[src/rtl/dmux_stream_router.sv]
// Buffered 1-to-N stream demultiplexer: each accepted word goes to one channel FIFO
// (or all of them in broadcast); out-of-range unicast selects are dropped and counted.
module dmux_stream_router #(
   parameter int unsigned WIDTH    = 8,
   parameter int unsigned CHANNELS = 4,
   parameter int unsigned DEPTH    = 4,
   localparam int unsigned SELW    = $clog2(CHANNELS)
) (
   input  logic                        clk_i,
   input  logic                        rst_i,
   input  logic                        in_valid_i,
   output logic                        in_ready_o,
   input  logic [WIDTH-1:0]            in_data_i,
   input  logic [SELW-1:0]             in_sel_i,
   input  logic                        in_bcast_i,
   output logic [CHANNELS-1:0]         out_valid_o,
   input  logic [CHANNELS-1:0]         out_ready_i,
   output logic [CHANNELS*WIDTH-1:0]   out_data_o,
   output logic [7:0]                  drop_count_o
);

   localparam int unsigned PW = $clog2(DEPTH);
   typedef logic [PW:0] ptr_t;

   logic [WIDTH-1:0]    mem_q [CHANNELS][DEPTH];
   ptr_t                wr_ptr_q [CHANNELS];
   ptr_t                wr_ptr_d [CHANNELS];
   ptr_t                rd_ptr_q [CHANNELS];
   ptr_t                rd_ptr_d [CHANNELS];
   logic [7:0]          drop_q, drop_d;
   logic [CHANNELS-1:0] full, empty, sel_hit, push, pop;
   logic                sel_ok, accept, drop;

   always_comb begin
      full    = '0;
      empty   = '0;
      sel_hit = '0;
      for (int k = 0; k < CHANNELS; k++) begin
         empty[k]   = (wr_ptr_q[k] == rd_ptr_q[k]);
         full[k]    = (wr_ptr_q[k][PW] != rd_ptr_q[k][PW]) &&
                      (wr_ptr_q[k][PW-1:0] == rd_ptr_q[k][PW-1:0]);
         sel_hit[k] = (in_sel_i == SELW'(k));
      end
   end

   // An unmatched select can only mean an out-of-range index, which is always accepted.
   assign sel_ok     = |sel_hit;
   assign in_ready_o = in_bcast_i ? ~|full : (~sel_ok || |(sel_hit & ~full));
   assign accept     = in_valid_i && in_ready_o && !rst_i;
   assign drop       = accept && !in_bcast_i && !sel_ok;

   always_comb begin
      push = '0;
      pop  = '0;
      for (int k = 0; k < CHANNELS; k++) begin
         push[k]     = accept && (in_bcast_i || sel_hit[k]);
         pop[k]      = !empty[k] && out_ready_i[k] && !rst_i;
         wr_ptr_d[k] = wr_ptr_q[k] + ptr_t'(push[k]);
         rd_ptr_d[k] = rd_ptr_q[k] + ptr_t'(pop[k]);
      end
      drop_d = drop_q;
      if (drop && drop_q != 8'hFF) begin
         drop_d = drop_q + 8'd1;
      end
   end

   always_ff @(posedge clk_i) begin
      if (rst_i) begin
         for (int k = 0; k < CHANNELS; k++) begin
            wr_ptr_q[k] <= '0;
            rd_ptr_q[k] <= '0;
         end
         drop_q <= '0;
      end else begin
         for (int k = 0; k < CHANNELS; k++) begin
            wr_ptr_q[k] <= wr_ptr_d[k];
            rd_ptr_q[k] <= rd_ptr_d[k];
         end
         drop_q <= drop_d;
      end
   end

   // Storage is deliberately left out of reset; empty FIFOs mask it on the output.
   always_ff @(posedge clk_i) begin
      for (int k = 0; k < CHANNELS; k++) begin
         if (push[k]) begin
            mem_q[k][wr_ptr_q[k][PW-1:0]] <= in_data_i;
         end
      end
   end

   always_comb begin
      out_data_o = '0;
      for (int k = 0; k < CHANNELS; k++) begin
         if (!empty[k]) begin
            out_data_o[k*WIDTH +: WIDTH] = mem_q[k][rd_ptr_q[k][PW-1:0]];
         end
      end
   end

   assign out_valid_o  = ~empty;
   assign drop_count_o = drop_q;

endmodule

[config.mk]
export PLATFORM = sky130hd
export DESIGN_NAME = dmux_stream_router
export DESIGN_NICKNAME = d
export VERILOG_FILES = /design/src/rtl/dmux_stream_router.sv
export SDC_FILE = /design/constraint.sdc
export NUM_CORES = 1
export LEC_CHECK = 0
export BUFFER_PORTS_ARGS = -buffer_cell sky130_fd_sc_hd__buf_2
export CAP_MARGIN = 5
export CORE_MARGIN = 3
export CORE_UTILIZATION = 38
export DETAILED_ROUTE_END_ITERATION = 10
export SLEW_MARGIN = 15
export SYNTH_ARGS = -nofsm -noshare
export SYNTH_HDL_FRONTEND = slang
export SYNTH_SLANG_ARGS = --single-unit
[constraint.sdc]
create_clock -name clk_i -period 3.05 [get_ports clk_i]
set_input_delay 0.61 -clock clk_i [delete_from_list [all_inputs] [get_ports clk_i]]
set_output_delay 0.61 -clock clk_i [all_outputs]
set_load 0.02 [all_outputs]
Word level (Yosys, flattened, before mapping)
Memory sizes are Yosys's and may differ from the RTL's.
Cells that the tools add are included.
{ "op_classes": {"addsub": 9, "magnitude_cmp": 12, "eq_ne": 16, "mux": 44, "bitwise": 20, "n_reduce_logical": 42} }
{ "ops": {"columns": ["cell", "n"], "rows": [
  ["$mux 32", 4],
  ["$mux 8", 16],
  ["$bmux 8 s2", 4],
  ["$demux 8 s2", 4],
  ["$logic_and 1x1->1", 25],
  ["$add 3x1->3", 8],
  ["$ge 3x3->1 const B", 8],
  ["$mux 3", 8],
  ["$not 2->3", 8],
  ["$eq 3x3->1", 4],
  ["$lt 3x1->1 const B", 4],
  ["$reduce_or 4->1", 3],
  ["$add 8x1->8 const B", 1],
  ["$eq 2x2->1", 4],
  ["$logic_not 1->1", 8],
  ["$mux 1", 8],
  ["$ne 8x8->1 const B", 1],
  ["$not 4->4", 2],
  ["$or 1x1->1", 8],
  ["$logic_or 1x1->1", 5],
  ["$and 4x4->4", 1],
  ["$eq 2x2->1 const B", 2],
  ["$ne 1x1->1", 4],
  ["$eq 2x1->1 const B", 1],
  ["2 further kinds", 2]
]} }
{ "word_totals": {"ff_bits": 8, "mem_bits_rw": 152, "memories": 3} }
{ "memory_table": {"columns": ["memory", "depth", "width", "rd", "rd_clocked_by_memory_dff", "write_ports", "line_no", "source"], "rows": [
  ["mem_q", 4, 32, 4, 0, 4, "25", "logic [WIDTH-1:0] mem_q [CHANNELS][DEPTH];"],
  ["rd_ptr_q", 4, 3, 4, 0, 4, "28", "ptr_t rd_ptr_q [CHANNELS];"],
  ["wr_ptr_q", 4, 3, 4, 0, 4, "26", "ptr_t wr_ptr_q [CHANNELS];"]
]} }

Logic depth before layout (Yosys ltp)
Gate-level depths: netlist of the first run.
{ "depth": {"depth_word": 12, "ltp_mapped": 11} }

Worst setup path after synthesis of the first run
OpenSTA, ideal clock, no wires.
{ "synth_timing": {"path_type": "input -> register", "from": "input port in_bcast_i", "to": "memory mem_q[1][16] in the netlist's numbering (enable)", "arrival_ns": 2.504, "path_slack_ns": 0.149, "cell_stages": 5, "n_path_buf": 1, "cell_sequence": "or3b_1 nor4_1 a221oi_2 buf_6 nor4b_1"} }
{ "synth_rtl": {"columns": ["item", "line_no", "source"], "rows": [
  ["start, declared", "15", "input logic in_bcast_i,"],
  ["end, declared", "25", null]
]} }

==> flow_metrics.py, run 1 <==
metrics = {
    "status": {
        "status": "finished clean",
    },
    "synthesis": {
        "synthAdderAreaFrac": 0.0308,
        "synth_cell_types": 34,
        "synth_xor_area_frac": 0.0269,
        "yosys_warnings": 0,
        "synth_area_leaders": "edfxtp_1 59%, dfxtp_1 9.8%, mux4_2 7.6%",
        "synthArstFlopShare": 0,
        "yosysTopAreaCellShare": 0.590,
        "synth-simple-area-share": 0.108,
        "synth_enable_flop_cells": 128,
        "synth_top_family_by_area": "multiplexers",
        "synth-compound-area-share": 0.00692,
        "syn_nets": 399,
        "syn_inst": 365,
        "netlist_area_um2": 6510,
        "synth_area_leader_cell": "edfxtp_1",
        "yosys_register_bits": 160,
        "synth_mux_area_frac": 0.120,
        "ys_seq_area_frac": 0.689,
        "avgSynthCellArea_um2": 17.8,
        "synth_ff_type": "edfxtp_1",
    },
    "timing": {
        "tightest_slew_ns": 0.759,
        "setup_ws_ns": 0.289,
        "fmax_mhz": 362,
        "rsz0062_at_grt": "false",
        "finalSetupTns_ns": 0,
        "fin_skew_ns": 0.00572,
        "relSlewSlack": 0.492,
        "finalCritPeriodShare": 0.905,
        "slew_violations": 0,
        "hold_ws_ns": 0.466,
        "period_minus_slack_ns": 2.76,
        "hold_viol_final": 0,
        "setup_viol": 0,
    },
    "critical_path": {
        "r2r-end": "wr_ptr_q[0][7]",
        "worstSetupStartpointType": "flip-flop",
        "critPathLaunch": "rd_ptr_q[3][1]",
        "path_buf_inv": 2,
        "critPathSlowestCell": "nor4_1",
        "slowest_delay_ns": 0.37,
        "end_kind": "primary output",
        "crit_cells": 7,
        "required_ns": 2.44,
        "cp_top_family": "simple AND/OR/NAND/NOR gates",
        "reg2reg_depth": 10,
        "rr_startpoint": "rd_ptr_q[3][1]",
        "r2r_slack_ns": 0.63,
        "worstPathMaxFanout": 10,
        "crit_chain": "buf_4 > xor2_1 > nor4_1 > nor3_1 > a21o_1 > mux2_2 > buf_2",
        "arrival_ns": 2.15,
        "critPathKind": "reg -> out",
        "cp-endpoint": "in_ready_o",
    },
    "detailed_routing": {
        "wl_per_cell_um": 17.7,
        "firstDrtPassIters": 4,
        "antenna_left": 0,
        "drt_wl_total_um": 12300,
        "route.vias.total": 3346,
        "drtIter0Drc": 212,
        "via_per_inst": 4.81,
        "drc": 0,
    },
    "placed_design": {
        "port-buffer-count": 62,
        "placed_area_um2": 7220,
        "post-dp-hpwl_um": 7940,
        "dp_slack_ns": 0.413,
        "routabilityCongestion": 0.749,
    },
    "power_and_ir_drop": {
        "p_sw_mw": 1.04,
        "peakVddDrop_mv": 0.376,
        "power_frac_comb": 0.077,
        "switching_share": 0.214,
        "p_int_mw": 3.82,
        "cellPowerDensity_nw_per_um2": 621,
        "leakage_nw": 2.89,
        "p_clk_frac": 0.426,
        "seq_power_share": 0.497,
    },
    "finish": {
        "utilization": 0.468,
        "n_antenna_cell": 0,
        "nets": 496,
        "stdcell_area_um2": 7810,
        "multi_input_area_um2": 1900,
        "seq_area_um2": 4480,
        "fillers": 1450,
        "drive_gt1_frac": 0.320,
        "syn_to_final_growth_pct": 20.0,
    },
    "global_routing": {
        "grt_max_degree": 37,
        "antenna_found_initial": 0,
        "overflow": 0,
        "grt_pass1_vias": 3388,
        "grt_usage": 0.138,
        "grt_first_pass_wirelength_um": 18900,
    },
    "clock_tree": {
        "ctsResizeCount": 0,
        "ctsHoldBuffers": 0,
        "clk_latency_ns": 0.42,
        "postCtsSetupRepairBufs": 0,
        "cts_sinks": 160,
        "path_clk_slew_ns": 0.06,
        "cts_tree": "done",
        "root_buffer": "clkbuf_16",
        "cts-buffers-inserted": 17,
        "clockBufferDepth": 2,
        "htreeDepth": 4,
    },
    "worst_hold_path": {
        "min_path_type": "reg -> reg",
    },
    "die": {
        "fp-row-count": 47,
        "dieHeight_um": 137,
        "initial_core_util": 0.390,
        "fp.dieW_um": 137,
        "dieArea_um2": 18700,
        "io_pins": 63,
        "core-area_um2": 16700,
    },
    "run": {
        "drv_cap": 0,
    },
}
-- cell type report --
class                   instances  area share
clock buffers                  24      0.0669
well taps                     220      0.0352
repair buffers                 92      0.0685
flip-flops and latches        160       0.574
clock inverters                 8     0.00929
inverters                       6     0.00288
multi-input cells             185       0.243
-- power groups by stage --
| stage | sequential (mW) | combinational, mW | clock (mW) |
|---|---|---|---|
| after global routing | 2.41 | 0.410 | 2.21 |
| after detailed placement | 2.46 | 0.382 | 0 |
| after global placement | 2.46 | 0.375 | 0 |
| after floorplan | 2.45 | 0.232 | 0 |
| after CTS | 2.41 | 0.384 | 2.12 |
| final | 2.41 | 0.373 | 2.07 |
-- how the worst min path moves through the flow --
stage / startpoint / to / slack (ns) / cells after the start
floorplan: rd_ptr_q[1][2] / rd_ptr_q[1][2] / 0.50 / 2
global placement: drop_count_o[3] / drop_count_o[3] / 0.45 / 1
detailed placement: drop_count_o[6] / drop_count_o[6] / 0.46 / 1
CTS: drop_count_o[6] / drop_count_o[6] / 0.47 / 1
global route: drop_count_o[7] / drop_count_o[7] / 0.48 / 1
finish: drop_count_o[6] / drop_count_o[6] / 0.47 / 1
-- sequential cells by signal, summed over array words and instances, names as in the netlist --
signal / cells
wr_ptr_q: 12
rd_ptr_q: 12
mem_q: 128
drop_count_o: 8
-- logic make-up after synthesis --
| group | after synthesis |
|---|---|
| buffers and inverters | 20 |
| xor gates and xnor gates | 20 |
| DFF | 160 |
| adders and majority gates | 16 |
| and+or+nand+nor | 109 |
| AOI/OAI and AO/OA | 6 |
| muxes | 34 |
-- routing by layer --
layer	up-vias	GRT usage	routed length, µm
li1	1601	-	-
met1	1677	0.185	5810
met2	59	0.215	5860
met3	9	0.0445	525
met4	0	0.0449	135
met5	-	0	0
-- per-stage QoR --
| step | cells | power [mW] |
|---|---|---|
| final | 695 | 4.86 |
| after global routing | 695 | 5.04 |
| after CTS | 695 | 4.92 |
| after detailed placement | 663 | 2.84 |
| after global placement | 663 | 2.83 |
| after floorplan | 365 | 2.69 |
-- layout by cell type (no fill, tap or decap), types with 2 or more instances in the layout --
master and n:
inv_1 6, mux4_1 10, edfxtp_1 128, clkinv_2 3
a21oi_1 3, dfxtp_1 32, nor3b_2 2, nor2b_1 57
mux4_2 22, nor3_1 6, xor2_1 7, nor4bb_1 2
nor4b_1 7, nand2_1 4, clkbuf_16 18, ha_1 16
nor3b_1 5, clkinvlp_4 2, nor2_1 14, buf_2 62
clkbuf_8 5, nor4_1 6, xnor2_1 13, buf_4 30
inv_4 2
-- synthesized netlist by cell type (5+ instances only) --
| master | instances |
|---|---|
| xor2_1 | 7 |
| dfxtp_1 | 32 |
| edfxtp_1 | 128 |
| mux4_1 | 10 |
| inv_1 | 6 |
| nor4_1 | 6 |
| nor2b_1 | 57 |
| mux4_2 | 22 |
| nor2_1 | 14 |
| buf_4 | 5 |
| nor4b_1 | 7 |
| ha_1 | 16 |
| xnor2_1 | 13 |
| nor3b_1 | 5 |
| nor3_1 | 6 |
-- worst reg2reg max path, stage by stage, from the launching register on --
cell	delay (ns)
dfxtp_1	0.29
buf_4	0.18
xor2_1	0.17
nor3_1	0.39
nor4_4	0.09
a221oi_2	0.28
buf_4	0.22
nor2_1	0.06
ha_1	0.19
ha_1	0.28
nor2b_1	0.13
Note: power is estimated with default switching activity, not from simulation.
==> run 2, diff against run 1 <==
--- a/config.mk
+++ b/config.mk
@@ -8,8 +8,9 @@
 export BUFFER_PORTS_ARGS = -buffer_cell sky130_fd_sc_hd__buf_2
 export CAP_MARGIN = 5
 export CORE_MARGIN = 3
-export CORE_UTILIZATION = 38
+export CORE_UTILIZATION = 45
 export DETAILED_ROUTE_END_ITERATION = 10
+export PLACE_DENSITY = 0.66
 export SLEW_MARGIN = 15
 export SYNTH_ARGS = -nofsm -noshare
 export SYNTH_HDL_FRONTEND = slang
==> flow_metrics.py, run 2 (synthesized netlist as in run 1, its figures left out) <==
metrics = {
    "critical_path": {
        "rr_startpoint": "wr_ptr_q[0][6]",
        "path_buf_inv": 1,
        "slowest_delay_ns": 0.44,
        "critPathLaunch": "wr_ptr_q[0][6]",
        "end_kind": "primary output",
        "crit_chain": "xor2_1 > nor4_1 > nor3_1 > a21o_1 > mux2_2 > buf_2",
        "critPathSlowestCell": "dfxtp_1",
        "worstSetupStartpointType": "flip-flop",
        "cp_top_family": "simple AND/OR/NAND/NOR gates",
        "r2r-end": "wr_ptr_q[0][10]",
        "required_ns": 2.44,
        "r2r_slack_ns": 0.65,
        "arrival_ns": 2.20,
        "reg2reg_depth": 9,
        "cp-endpoint": "in_ready_o",
        "crit_cells": 6,
        "critPathKind": "reg -> out",
        "worstPathMaxFanout": 6,
    },
    "clock_tree": {
        "clockBufferDepth": 2,
        "ctsHoldBuffers": 0,
        "clk_latency_ns": 0.41,
        "root_buffer": "clkbuf_16",
        "htreeDepth": 4,
        "ctsResizeCount": 0,
        "path_clk_slew_ns": 0.06,
        "postCtsSetupRepairBufs": 0,
        "cts_sinks": 160,
        "cts_tree": "done",
        "cts-buffers-inserted": 17,
    },
    "detailed_routing": {
        "drtIter0Drc": 262,
        "wl_per_cell_um": 18.1,
        "route.vias.total": 3400,
        "antenna_left": 0,
        "drt_wl_total_um": 11800,
        "drc": 0,
        "firstDrtPassIters": 4,
        "via_per_inst": 5.19,
    },
    "finish": {
        "final_cell_mix": "128 x edfxtp_1, 62 x buf_2, 57 x nor2b_1, 32 x dfxtp_1, 30 x buf_4",
        "utilization": 0.555,
        "final_common_cell": "edfxtp_1",
        "nets": 496,
        "layoutNonFillerInstCount": 655,
        "fillers": 1111,
        "drive_gt1_frac": 0.318,
        "n_antenna_cell": 0,
        "largest_reg_flops": 128,
        "syn_to_final_growth_pct": 19.3,
    },
    "die": {
        "io_pins": 63,
        "fp.dieW_um": 126,
        "fp-row-count": 43,
        "dieArea_um2": 15900,
        "core-area_um2": 14000,
        "dieHeight_um": 126,
        "initial_core_util": 0.465,
    },
    "placed_design": {
        "port-buffer-count": 62,
        "post-dp-hpwl_um": 7680,
        "routabilityCongestion": 0.730,
        "dp_slack_ns": 0.377,
        "place_inst": 623,
    },
    "timing": {
        "rsz0062_at_grt": "false",
        "relSlewSlack": 0.511,
        "finalCritPeriodShare": 0.920,
        "fmax_mhz": 356,
        "period_minus_slack_ns": 2.81,
        "setup_viol": 0,
        "hold_viol_final": 0,
        "slew_violations": 0,
        "setup_ws_ns": 0.243,
        "fin_skew_ns": 0.00768,
        "finalSetupTns_ns": 0,
        "hold_ws_ns": 0.467,
        "tightest_slew_ns": 0.730,
    },
    "global_routing": {
        "grt_usage": 0.156,
        "antenna_found_initial": 0,
        "grt_pass1_vias": 3416,
        "grt_first_pass_wirelength_um": 18600,
        "grt_max_degree": 38,
        "overflow": 0,
    },
    "power_and_ir_drop": {
        "leakage_nw": 2.88,
        "p_int_mw": 3.82,
        "cellPowerDensity_nw_per_um2": 628,
        "switching_share": 0.216,
        "p_sw_mw": 1.06,
        "p_clk_frac": 0.430,
        "seq_power_share": 0.494,
        "peakVddDrop_mv": 0.357,
        "power_frac_comb": 0.075,
    },
    "worst_hold_path": {
        "hp-start": "drop_count_o[7]",
        "min_path_type": "reg -> reg",
    },
    "run": {
        "drv_cap": 0,
    },
    "status": {
        "status": "finished clean",
    },
}
-- run 2: cell types whose count changed in the layout (fill, tap and decap cells not counted), moves of 2 or more --
cell,delta
bufinv_16,+2
clkbuf_8,-5
clkinv_4,+3
inv_4,-2
-- run 2: layer usage --
metal / part of all wire / global-route usage / routed length (µm) / vias up
met3: 0.037 / 0.0411 / 442 / 19
met5: 0 / 0 / 0 / -
met4: 0.024 / 0.0612 / 284 / 0
met1: 0.44 / 0.204 / 5190 / 1712
met2: 0.50 / 0.251 / 5930 / 64
li1: - / - / - / 1605
-- run 2: worst min-delay path by stage --
stage	end	cells past startpoint
after floorplan	rd_ptr_q[1][2]	2
after global placement	drop_count_o[6]	1
after detailed placement	drop_count_o[2]	1
after CTS	drop_count_o[2]	1
after global routing	drop_count_o[3]	1
final	drop_count_o[7]	1
-- run 2: final cells by class --
class / instances / area [µm²] / share of cell area
clock buffer: 18 / 429 / 0.0553
clock inverter: 14 / 166 / 0.0214
inverter: 6 / 22.5 / 0.00290
multi-input combinational: 185 / 1900 / 0.245
sequential: 160 / 4480 / 0.578
tap: 180 / 225 / 0.0290
timing repair buffer: 92 / 536 / 0.0690
-- run 2: power groups by stage --
stage	Combinational, mW	Clock, mW	Sequential [mW]
after global routing	0.402	2.24	2.41
after global placement	0.367	0	2.46
after CTS	0.377	2.14	2.41
after detailed placement	0.376	0	2.46
final	0.368	2.10	2.41
after floorplan	0.232	0	2.45
-- run 2: per-stage QoR --
step,area [µm²],total power [mW]
finish,7760,4.88
global route,7760,5.06
CTS,7760,4.93
detailed placement,7170,2.83
global placement,7170,2.82
floorplan,6510,2.69
